<file path="config.mk">
export PLATFORM = sky130hd
export DESIGN_NAME = lap_stop_watch
export DESIGN_NICKNAME = d
export VERILOG_FILES = /design/src/rtl/lap_stop_watch.sv
export SDC_FILE = /design/constraint.sdc
export NUM_CORES = 1
export LEC_CHECK = 0
export ABC_AREA = 0
export BUFFER_PORTS_ARGS = -buffer_cell sky130_fd_sc_hd__buf_2
export CORE_MARGIN = 2
export CORE_UTILIZATION = 28
export CTS_BUF_LIST = sky130_fd_sc_hd__clkbuf_8
export DETAILED_ROUTE_END_ITERATION = 12
export GPL_TIMING_DRIVEN = 0
export PLACE_DENSITY = 0.52
export SLEW_MARGIN = 30
export SYNTH_ARGS = -nofsm -noshare
export SYNTH_HDL_FRONTEND = slang
export SYNTH_SLANG_ARGS = --single-unit
export TNS_END_PERCENT = 100
</file>
<file path="constraint.sdc">
create_clock -name i_Clk -period 3.4 [get_ports i_Clk]
set_input_delay 0.17 -clock i_Clk [delete_from_list [all_inputs] [get_ports i_Clk]]
set_output_delay 0.17 -clock i_Clk [all_outputs]
set_load 0.01 [all_outputs]
</file>
<file path="src/rtl/lap_stop_watch.sv">
// -----------------------------------------------------------------------------
// lap_stop_watch
//   Stopwatch that counts BCD time in N_DIG digits at TICK_HZ resolution and
//   keeps up to LAP_DEPTH lap times in a circular buffer. One 7-segment
//   display shows the running time and a second one shows a selected lap.
//   Segment patterns are active-high {g,f,e,d,c,b,a}. Digit k occupies
//   bits [7k+6:7k].
//
// Ports
//   i_Clk     system clock, rising edge
//   i_Rst     asynchronous reset, active-low
//   i_fStart  start/pause button, active-low, debounced upstream
//   i_fStop   stop/clear button, active-low
//   i_fLap    lap-capture button, active-low
//   i_fView   next-lap-view button, active-low
//   o_Run     running time, one 7-seg pattern per digit
//   o_Lap     selected lap time, same packing as o_Run
//   o_LapIdx  logical index of the lap on o_Lap (0 = oldest stored)
//   o_LapCnt  number of valid laps, 0..LAP_DEPTH
//   o_State   00 IDLE, 01 RUN, 10 PAUSE
//   o_Ovf     sticky flag, set when the running count wraps past all nines
// -----------------------------------------------------------------------------
module lap_stop_watch #(
    parameter int CLK_HZ    = 100_000_000,
    parameter int TICK_HZ   = 10,
    parameter int N_DIG     = 3,
    parameter int LAP_DEPTH = 4,
    localparam int PW       = $clog2(LAP_DEPTH)
) (
    input  logic                 i_Clk,
    input  logic                 i_Rst,
    input  logic                 i_fStart,
    input  logic                 i_fStop,
    input  logic                 i_fLap,
    input  logic                 i_fView,
    output logic [7*N_DIG-1:0]   o_Run,
    output logic [7*N_DIG-1:0]   o_Lap,
    output logic [PW-1:0]        o_LapIdx,
    output logic [PW:0]          o_LapCnt,
    output logic [1:0]           o_State,
    output logic                 o_Ovf
);

    localparam int LST_CLK = CLK_HZ / TICK_HZ - 1;
    localparam int CW      = (LST_CLK > 0) ? $clog2(LST_CLK + 1) : 1;
    localparam logic [CW-1:0] LST   = CW'(LST_CLK);
    localparam logic [PW:0]   DEPTH = (PW+1)'(LAP_DEPTH);

    typedef enum logic [1:0] {
        S_IDLE  = 2'b00,
        S_RUN   = 2'b01,
        S_PAUSE = 2'b10
    } state_t;

    state_t                r_State;
    state_t                w_StateNext;

    logic                  r_cStart, r_cStop, r_cLap, r_cView;
    logic [CW-1:0]         r_Pre;
    logic [4*N_DIG-1:0]    r_Dig;
    logic [4*N_DIG-1:0]    r_Mem [LAP_DEPTH];
    logic [PW-1:0]         r_WrPtr;
    logic [PW:0]           r_LapCnt;
    logic [PW-1:0]         r_LapIdx;
    logic                  r_Ovf;

    logic                  w_evStart, w_evStop, w_evLap, w_evView;
    logic                  w_clrCnt, w_clrLaps, w_run, w_lapWr, w_view;
    logic [4*N_DIG-1:0]    w_DigNext;
    logic                  w_carry;
    logic [PW-1:0]         w_rdBase, w_rdPtr;
    logic [4*N_DIG-1:0]    w_LapVal;

    // BCD digit to 7-segment pattern; non-decimal codes blank the digit.
    function automatic logic [6:0] f_Fnd(input logic [3:0] d);
        case (d)
            4'd0:    f_Fnd = 7'h3F;
            4'd1:    f_Fnd = 7'h06;
            4'd2:    f_Fnd = 7'h5B;
            4'd3:    f_Fnd = 7'h4F;
            4'd4:    f_Fnd = 7'h66;
            4'd5:    f_Fnd = 7'h6D;
            4'd6:    f_Fnd = 7'h7D;
            4'd7:    f_Fnd = 7'h07;
            4'd8:    f_Fnd = 7'h7F;
            4'd9:    f_Fnd = 7'h6F;
            default: f_Fnd = 7'h00;
        endcase
    endfunction

    // A press is a high-to-low transition seen against last cycle's level.
    // Only the highest-priority event of a cycle survives: Stop > Start > Lap > View.
    assign w_evStop  = !i_fStop  && r_cStop;
    assign w_evStart = !i_fStart && r_cStart && !w_evStop;
    assign w_evLap   = !i_fLap   && r_cLap   && !w_evStop && !(!i_fStart && r_cStart);
    assign w_evView  = !i_fView  && r_cView  && !w_evStop && !(!i_fStart && r_cStart)
                       && !(!i_fLap && r_cLap);

    // Stepping lap view only makes sense when something is stored.
    assign w_view = w_evView && (r_LapCnt != '0);

    // Button history registers.
    always_ff @(posedge i_Clk or negedge i_Rst) begin
        if (!i_Rst) begin
            r_cStart <= 1'b1;
            r_cStop  <= 1'b1;
            r_cLap   <= 1'b1;
            r_cView  <= 1'b1;
        end else begin
            r_cStart <= i_fStart;
            r_cStop  <= i_fStop;
            r_cLap   <= i_fLap;
            r_cView  <= i_fView;
        end
    end

    // State register.
    always_ff @(posedge i_Clk or negedge i_Rst) begin
        if (!i_Rst) begin
            r_State <= S_IDLE;
        end else begin
            r_State <= w_StateNext;
        end
    end

    // Next state and datapath controls. Counting is suppressed on the edge
    // that leaves RUN so pause freezes exactly the value on display.
    always_comb begin
        w_StateNext = r_State;
        w_clrCnt    = 1'b0;
        w_clrLaps   = 1'b0;
        w_run       = 1'b0;
        w_lapWr     = 1'b0;
        case (r_State)
            S_IDLE: begin
                w_clrCnt = 1'b1;
                if (w_evStop) begin
                    w_clrLaps = 1'b1;
                end else if (w_evStart) begin
                    w_StateNext = S_RUN;
                end
            end
            S_RUN: begin
                if (w_evStop) begin
                    w_StateNext = S_IDLE;
                    w_clrCnt    = 1'b1;
                end else if (w_evStart) begin
                    w_StateNext = S_PAUSE;
                end else begin
                    w_run   = 1'b1;
                    w_lapWr = w_evLap;
                end
            end
            S_PAUSE: begin
                if (w_evStop) begin
                    w_StateNext = S_IDLE;
                    w_clrCnt    = 1'b1;
                end else if (w_evStart) begin
                    w_StateNext = S_RUN;
                end
            end
            default: begin
                w_StateNext = S_IDLE;
                w_clrCnt    = 1'b1;
            end
        endcase
    end

    // Ripple BCD increment; w_carry left set means every digit was nine.
    always_comb begin
        w_DigNext = r_Dig;
        w_carry   = 1'b1;
        for (int k = 0; k < N_DIG; k++) begin
            if (w_carry) begin
                if (r_Dig[4*k +: 4] == 4'd9) begin
                    w_DigNext[4*k +: 4] = 4'd0;
                end else begin
                    w_DigNext[4*k +: 4] = r_Dig[4*k +: 4] + 4'd1;
                    w_carry             = 1'b0;
                end
            end
        end
    end

    // Prescaler, time digits, overflow flag and lap memory.
    always_ff @(posedge i_Clk or negedge i_Rst) begin
        if (!i_Rst) begin
            r_Pre    <= '0;
            r_Dig    <= '0;
            r_Ovf    <= 1'b0;
            r_WrPtr  <= '0;
            r_LapCnt <= '0;
            r_LapIdx <= '0;
            for (int i = 0; i < LAP_DEPTH; i++) begin
                r_Mem[i] <= '0;
            end
        end else begin
            if (w_clrCnt) begin
                r_Pre <= '0;
                r_Dig <= '0;
            end else if (w_run) begin
                if (r_Pre == LST) begin
                    r_Pre <= '0;
                    r_Dig <= w_DigNext;
                    if (w_carry) begin
                        r_Ovf <= 1'b1;
                    end
                end else begin
                    r_Pre <= r_Pre + CW'(1);
                end
            end

            // The write pointer doubles as the oldest entry once the buffer
            // is full, so it must be cleared together with the count.
            if (w_clrLaps) begin
                r_Ovf    <= 1'b0;
                r_WrPtr  <= '0;
                r_LapCnt <= '0;
                r_LapIdx <= '0;
                for (int i = 0; i < LAP_DEPTH; i++) begin
                    r_Mem[i] <= '0;
                end
            end else if (w_lapWr) begin
                r_Mem[r_WrPtr] <= r_Dig;
                r_WrPtr        <= r_WrPtr + PW'(1);
                if (r_LapCnt != DEPTH) begin
                    r_LapCnt <= r_LapCnt + (PW+1)'(1);
                    r_LapIdx <= r_LapCnt[PW-1:0];
                end else begin
                    r_LapIdx <= '1;
                end
            end else if (w_view) begin
                if (({1'b0, r_LapIdx} + (PW+1)'(1)) == r_LapCnt) begin
                    r_LapIdx <= '0;
                end else begin
                    r_LapIdx <= r_LapIdx + PW'(1);
                end
            end
        end
    end

    // Logical lap index to physical slot: oldest entry sits at the write
    // pointer once the buffer has wrapped, otherwise at slot 0.
    assign w_rdBase = (r_LapCnt == DEPTH) ? r_WrPtr : '0;
    assign w_rdPtr  = w_rdBase + r_LapIdx;
    assign w_LapVal = (r_LapCnt == '0) ? '0 : r_Mem[w_rdPtr];

    // Segment encoding for both displays.
    always_comb begin
        o_Run = '0;
        o_Lap = '0;
        for (int k = 0; k < N_DIG; k++) begin
            o_Run[7*k +: 7] = f_Fnd(r_Dig[4*k +: 4]);
            o_Lap[7*k +: 7] = f_Fnd(w_LapVal[4*k +: 4]);
        end
    end

    assign o_LapIdx = r_LapIdx;
    assign o_LapCnt = r_LapCnt;
    assign o_State  = r_State;
    assign o_Ovf    = r_Ovf;

endmodule

</file>
==> results of run 1 <==
synthesized netlist by cell type (7+ instances only):
| library cell | n | area share, % |
|---|---|---|
| mux4_2 | 13 | 4.4 |
| inv_1 | 41 | 2.3 |
| mux2_2 | 7 | 1.2 |
| and2_1 | 8 | 0.76 |
| nor3_1 | 9 | 0.68 |
| or4_1 | 8 | 0.91 |
| xnor2_1 | 16 | 2.1 |
| a21oi_1 | 63 | 4.8 |
| nand2b_1 | 9 | 0.85 |
| nand2_1 | 91 | 5.2 |
| nor2_1 | 48 | 2.7 |
| mux2i_1 | 12 | 1.8 |
| o21ai_0 | 40 | 3.0 |
| dfrtp_1 | 94 | 35 |
| nor4_1 | 7 | 0.66 |
| buf_1 | 9 | 0.51 |
| ha_1 | 53 | 10 |
| nand3_1 | 53 | 4.0 |
| clkbuf_1 | 36 | 2.0 |
| nand4_1 | 7 | 0.66 |
| nor2b_1 | 13 | 1.2 |
metal layers:
metal	up-vias	GRT usage, %
li1	2855	-
met1	2865	20.47
met2	112	24.58
met3	16	2.053
met4	0	3.463
met5	-	0
logic make-up (layout without fill, tap and decap cells):
kind of cell	count (synthesis)	in the layout	synth area share, %
DFF	98	98	37.08
AOI/OAI and AO/OA	164	164	15.16
and+or+nand+nor	290	290	22.24
xor gates and xnor gates	19	19	2.511
muxes	32	32	7.421
buffers and inverters	93	202	5.570
adders and majority gates	53	53	10.01
power breakdown:
| group | internal, mW | switching, mW |
|---|---|---|
| clock | 0.339 | 0.444 |
| sequential | 1.23 | 0.0806 |
| combinational | 0.573 | 0.947 |
| total | 2.14 | 1.47 |
timing repair:
action	4_1_cts	5_1_grt
gates cloned	0	0
pin swaps	6	29
hold buffers	5	0
hold endpoints to repair	37	0
setup endpoints to repair	21	21
gates resized for setup	33	60
setup buffers	20	13
sequential cells by signal, indices dropped and copies added, names as in the netlist:
signal    flops
o_LapCnt      3
r_cLap        1
r_cView       1
r_Dig        12
r_Mem        48
r_WrPtr       2
o_State       2
r_cStop       1
o_Ovf         1
o_LapIdx      2
r_Pre        24
r_cStart      1
worst register-to-register path: cells and delay by family, from the launching register on:
family | cells | cell delay (ns)
AND/OR/NAND/NOR | 3 | 1.28
AO/OA/AOI/OAI | 2 | 0.53
buffers and inverters | 2 | 0.51
flip-flops | 1 | 0.45
adder cells (fa/ha/maj) | 1 | 0.25
worst paths after layout:
path	from	endpoint	slack [ns]	cells past startpoint
hold reg to reg	r_Mem[21]	r_Mem[21]	0.53	2
min in group i_Clk	i_fLap	r_cLap	0.45	2
max in group asynchronous	i_Rst	r_Mem[29]	2.52	3
setup reg to reg	r_Dig[1]	r_Dig[11]	0.28	8
hold / removal	i_Rst	r_Pre[16]	0.24	2
setup / recovery	o_LapCnt[0]	o_Lap[11]	0.02	16
stage by stage:
step / setup WS [ns] / power (mW) / area [um2] / setup TNS, ns
after global placement: -0.5001 / 2.614 / 7303 / -6.133
after CTS: -0.006588 / 3.583 / 7858 / -0.006588
after global routing: -0.1210 / 3.843 / 8220 / -1.313
final: 0.02442 / 3.609 / 8220 / 0
after detailed placement: -0.5011 / 2.613 / 7337 / -6.308
after floorplan: 0.008906 / 2.182 / 6629 / 0
cell type report:
type / instances / area share (%)
Clock buffer: 9 / 1.507
Buffer: 51 / 2.846
Clock inverter: 7 / 0.8524
Tap cell: 319 / 4.855
Multi-Input combinational cell: 558 / 50.14
Inverter: 41 / 2.024
Timing Repair Buffer: 94 / 7.869
Sequential cell: 98 / 29.91
==> results.txt, run 1 <==
number of remaining DRC errors -> 0
first-pass GRT wire length -> 29.19 mm
worst-path maximum fanout -> 7
Top Metal Used -> met4
total vias in the final route -> 5848
Finished Layout Cells -> 1177
number of buffers created by CTS -> 9
multi-input logic area -> 4121 um2
n_diodes -> 0
post-synth net total -> 808
H-Tree Level Count -> 3
static leakage -> 3.335 nW
Vias/cell -> 4.969
Die Area -> 24910 um2
CTS sink count -> 98
Core ar. -> 23330 um2
layout cells sized above 1 -> 23.08%
CP cell instances -> inv_2 > ha_4 > nand2_4 > nor2_4 > ha_4 > xor2_2 > xnor2_2 > buf_6 > mux4_2 > and2_4 > inv_4 > ha_4 > inv_2 > mux2_4 > o221ai_2 > buf_2
cell family with most CP delay -> multiplexers
final hold violations -> 0
Setup Viol. Count Final -> 0
Routed Antenna Nets -> 0
Max Clk Rate -> 296.2 MHz
most common cell after layout, fill and taps aside -> dfrtp_1
Pwr per Cell Area -> 439.1 nW/um2
synth warn -> 0
vias in the first global route -> 5548
final-stage net count -> 912
asr flop ratio synth -> 100.0%
die span in x -> 157.8 um
CP arrival -> 3.21 ns
clock skew -> 0.01662 ns
Slew Limit Fails -> 0
Syn Area/Cell -> 8.847 um2
pin count of the biggest net entering global routing -> 66
number of fill cells -> 2417
crit-path max cell delay -> 0.40 ns
WL/cell -> 15.81 um
Ports -> 56
Root Buffer -> clkbuf_8
RD Place Congestion -> 0.7964
Mapped Cells -> 749
row cnt -> 56
leading cell types in the layout, fill and taps excluded -> 93 x dfrtp_1, 87 x nand2_1, 63 x a21oi_1
RSZ-0062 raised after global routing -> yes
Startpoint Class -> register
clock latency at the later pin of the worst-skew pair -> 0.39 ns
final worst-path cycle share -> 99.28%
Starting Density -> 28.40%
#FFs+latches synth -> 98
maximum VDD drop -> 0.1935 mV
status -> finished clean
Critical Path Sink Type -> output port
Metal-1 WL -> 8.845 mm
Pre-antenna DRT Iters -> 5
placed cells -> 1124
die height -> 157.8 um
Worst Path Buf+Inv -> 5
dpl hpwl -> 12.90 mm
max_cap viols -> 0
final core occ -> 35.23%
met3 wire length -> 633 um
GRT Util Overall -> 14.83%
Yosys cell types -> 63
Worst-path clk slew -> 0.10 ns
Worst Max-Slew Pin Slew -> 0.9119 ns
TritonCTS clock tree -> done
Netlist Area Pre-Place -> 6626 um2
worst hold path class -> primary input to asynchronous set/reset pin
Hold WS -> 0.2391 ns
Final min period -> 3.376 ns
Routed WL -> 18.61 mm
antenna violations before repair -> 0
Most common cell on crit path -> ha_4
metal2 WL -> 8.892 mm
Post-synth EDFFs -> 0
crit path kind -> register to output port
sequential area share after synthesis -> 37.08%
Most used DFF post-synth -> dfrtp_1
CP Data Required Time -> 3.23 ns
Congestion Overflow GR -> 0
area grow syn2layout -> 24.06%
Port Buffers -> 55
1st-iter DRT viols -> 416
register area -> 2459 um2
Slew Limit Headroom -> 39.05%
critical path's slowest cell -> dfrtp_1
Clock Path Buffers -> 2
(Power assumes the default switching activity.)
==> inputs of run 2 (changes only) <==
--- a/config.mk
+++ b/config.mk
@@ -12,6 +12,7 @@
 export CTS_BUF_LIST = sky130_fd_sc_hd__clkbuf_8
 export DETAILED_ROUTE_END_ITERATION = 12
 export GPL_TIMING_DRIVEN = 0
+export MAX_ROUTING_LAYER = met4
 export PLACE_DENSITY = 0.52
 export SLEW_MARGIN = 30
 export SYNTH_ARGS = -nofsm -noshare
==> results.txt, run 2 (same netlist as run 1, synthesis figures left out) <==
status -> finished clean
number of buffers created by CTS -> 9
die span in x -> 157.8 um
number of remaining DRC errors -> 0
Vias/cell -> 4.946
WL/cell -> 15.82 um
Largest Register -> r_Mem
Most common cell on crit path -> ha_4
Startpoint Class -> register
switch share -> 40.76%
Pwr per Cell Area -> 439.0 nW/um2
RD Place Congestion -> 0.8110
TritonCTS clock tree -> done
clock skew -> 0.01713 ns
static leakage -> 3.335 nW
Top Registers -> r_Mem: 48 flops, r_Pre: 24 flops, r_Dig: 12 flops
crit-path max cell delay -> 0.40 ns
combinational share of power -> 42.1%
clock power share -> 21.7%
clock latency at the later pin of the worst-skew pair -> 0.38 ns
Pre-antenna DRT Iters -> 5
max_cap viols -> 0
GRT Util Overall -> 15.24%
Core ar. -> 23330 um2
Congestion Overflow GR -> 0
first-pass GRT wire length -> 29.17 mm
Max Clk Rate -> 296.9 MHz
NetSw -> 1.471 mW
Setup Viol. Count Final -> 0
Final min period -> 3.368 ns
Ports -> 56
Slew Limit Headroom -> 40.63%
sequential share of power -> 36.2%
CP arrival -> 3.20 ns
most common cell after layout, fill and taps aside -> dfrtp_1
Routed WL -> 18.62 mm
Int Pwr -> 2.138 mW
max reg flops -> 48
worst hold path class -> primary input to asynchronous set/reset pin
n_diodes -> 0
Worst Max-Slew Pin Slew -> 0.8882 ns
CP cell instances -> inv_2 > ha_4 > nand2_4 > nor2_4 > ha_4 > xor2_2 > xnor2_2 > buf_6 > mux4_2 > and2_4 > inv_4 > ha_4 > inv_2 > mux2_4 > o221ai_2 > buf_2
layout cells sized above 1 -> 23.08%
final instance area -> 8220 um2
placed cell areas -> 7337 um2
row cnt -> 56
Port Buffers -> 55
Finished Layout Cells -> 1177
Starting Density -> 28.40%
final hold violations -> 0
Root Buffer -> clkbuf_8
die height -> 157.8 um
CP Data Required Time -> 3.23 ns
CTS sink count -> 98
RSZ-0062 raised after global routing -> yes
final-stage net count -> 912
worst-path maximum fanout -> 7
leading cell types in the layout, fill and taps excluded -> 93 x dfrtp_1, 87 x nand2_1, 63 x a21oi_1
maximum VDD drop -> 0.1933 mV
Die Area -> 24910 um2
placed cells -> 1124
1st-iter DRT viols -> 401
area grow syn2layout -> 24.06%
Slew Limit Fails -> 0
H-Tree Level Count -> 3
critical path's slowest cell -> dfrtp_1
Routed Antenna Nets -> 0
Critical Path Sink Type -> output port
vias in the first global route -> 5551
worst r2r src -> r_Dig[1]
dpl hpwl -> 12.90 mm
final worst-path cycle share -> 99.05%
Setup crit start -> o_LapCnt[0]
crit path kind -> register to output port
worst r2r path cells -> 8
Clock Path Buffers -> 2
pin count of the biggest net entering global routing -> 66
antenna violations before repair -> 0
total vias in the final route -> 5822
Worst-path clk slew -> 0.10 ns
==> run 2: cell counts in the layout (fill, tap and decap cells not counted) <==
No cell type changed its count.
==> run 2: power by group through the flow <==
| stage | sequential [mW] | clock [mW] | combinational [mW] |
|---|---|---|---|
| floorplan | 1.32 | 0 | 0.861 |
| global placement | 1.33 | 0 | 1.28 |
| detailed placement | 1.33 | 0 | 1.28 |
| CTS | 1.31 | 0.804 | 1.47 |
| global route | 1.32 | 0.858 | 1.67 |
| finish | 1.31 | 0.784 | 1.52 |
==> run 2: repair_timing <==
| action | CTS | global route |
|---|---|---|
| resized for setup | 33 | 60 |
| setup endpoints to repair | 21 | 21 |
| pin swaps | 6 | 29 |
| buffers inserted | 20 | 13 |
| hold buffers | 5 | 0 |
| hold endpoints to repair | 37 | 0 |
==> run 2: area by class of cell <==
| type | count | area, um2 |
|---|---|---|
| Timing Repair Buffer | 94 | 646.9 |
| Multi-Input combinational cell | 558 | 4121 |
| Fill cell | 2417 | 15110 |
| Inverter | 41 | 166.4 |
| Tap cell | 319 | 399.1 |
| Clock buffer | 9 | 123.9 |
| Clock inverter | 7 | 70.07 |
| Buffer | 51 | 234.0 |
| Sequential cell | 98 | 2459 |
==> run 2: worst max-delay path: cells and delay by family, from the launching register on <==
kind | cells | cell delay, ns
compound gates | 1 | 0.15
xor+xnor | 2 | 0.32
fa+ha+maj | 3 | 0.41
buf+inv | 5 | 0.53
flops | 1 | 0.40
mux | 2 | 0.60
simple gates | 3 | 0.39
==> run 2: layer usage <==
metal  vias up  GRT usage (%)  share of wire (%)
met5         -              -                  0
met2       109          24.53                 48
met3        12          2.053                3.2
met4         0          3.463                1.1
met1      2851          20.45                 48
li1       2850              -                  -
==> run 2: worst paths after layout <==
path | to | slack, ns
hold / removal | r_Pre[16] | 0.24
setup reg to reg | r_Dig[11] | 0.29
setup / recovery | o_Lap[11] | 0.03
max in group asynchronous | r_Mem[44] | 2.51
hold reg to reg | r_Mem[21] | 0.53
min in group i_Clk | r_cLap | 0.45
==> run 2: per-stage QoR <==
step                      worst slack [ns]  hold slack (ns)  util [%]  setup TNS [ns]  power (mW)
after floorplan                   0.008906          -0.1256         -               0       2.182
after global placement             -0.5001           0.2859     31.30          -6.133       2.614
after detailed placement           -0.5011          0.09178     31.45          -6.308       2.613
after CTS                        -0.006588           0.2408     33.68       -0.006588       3.583
after global routing               -0.1210           0.2555     35.23          -1.313       3.843
final                              0.03232           0.2396     35.23               0       3.609
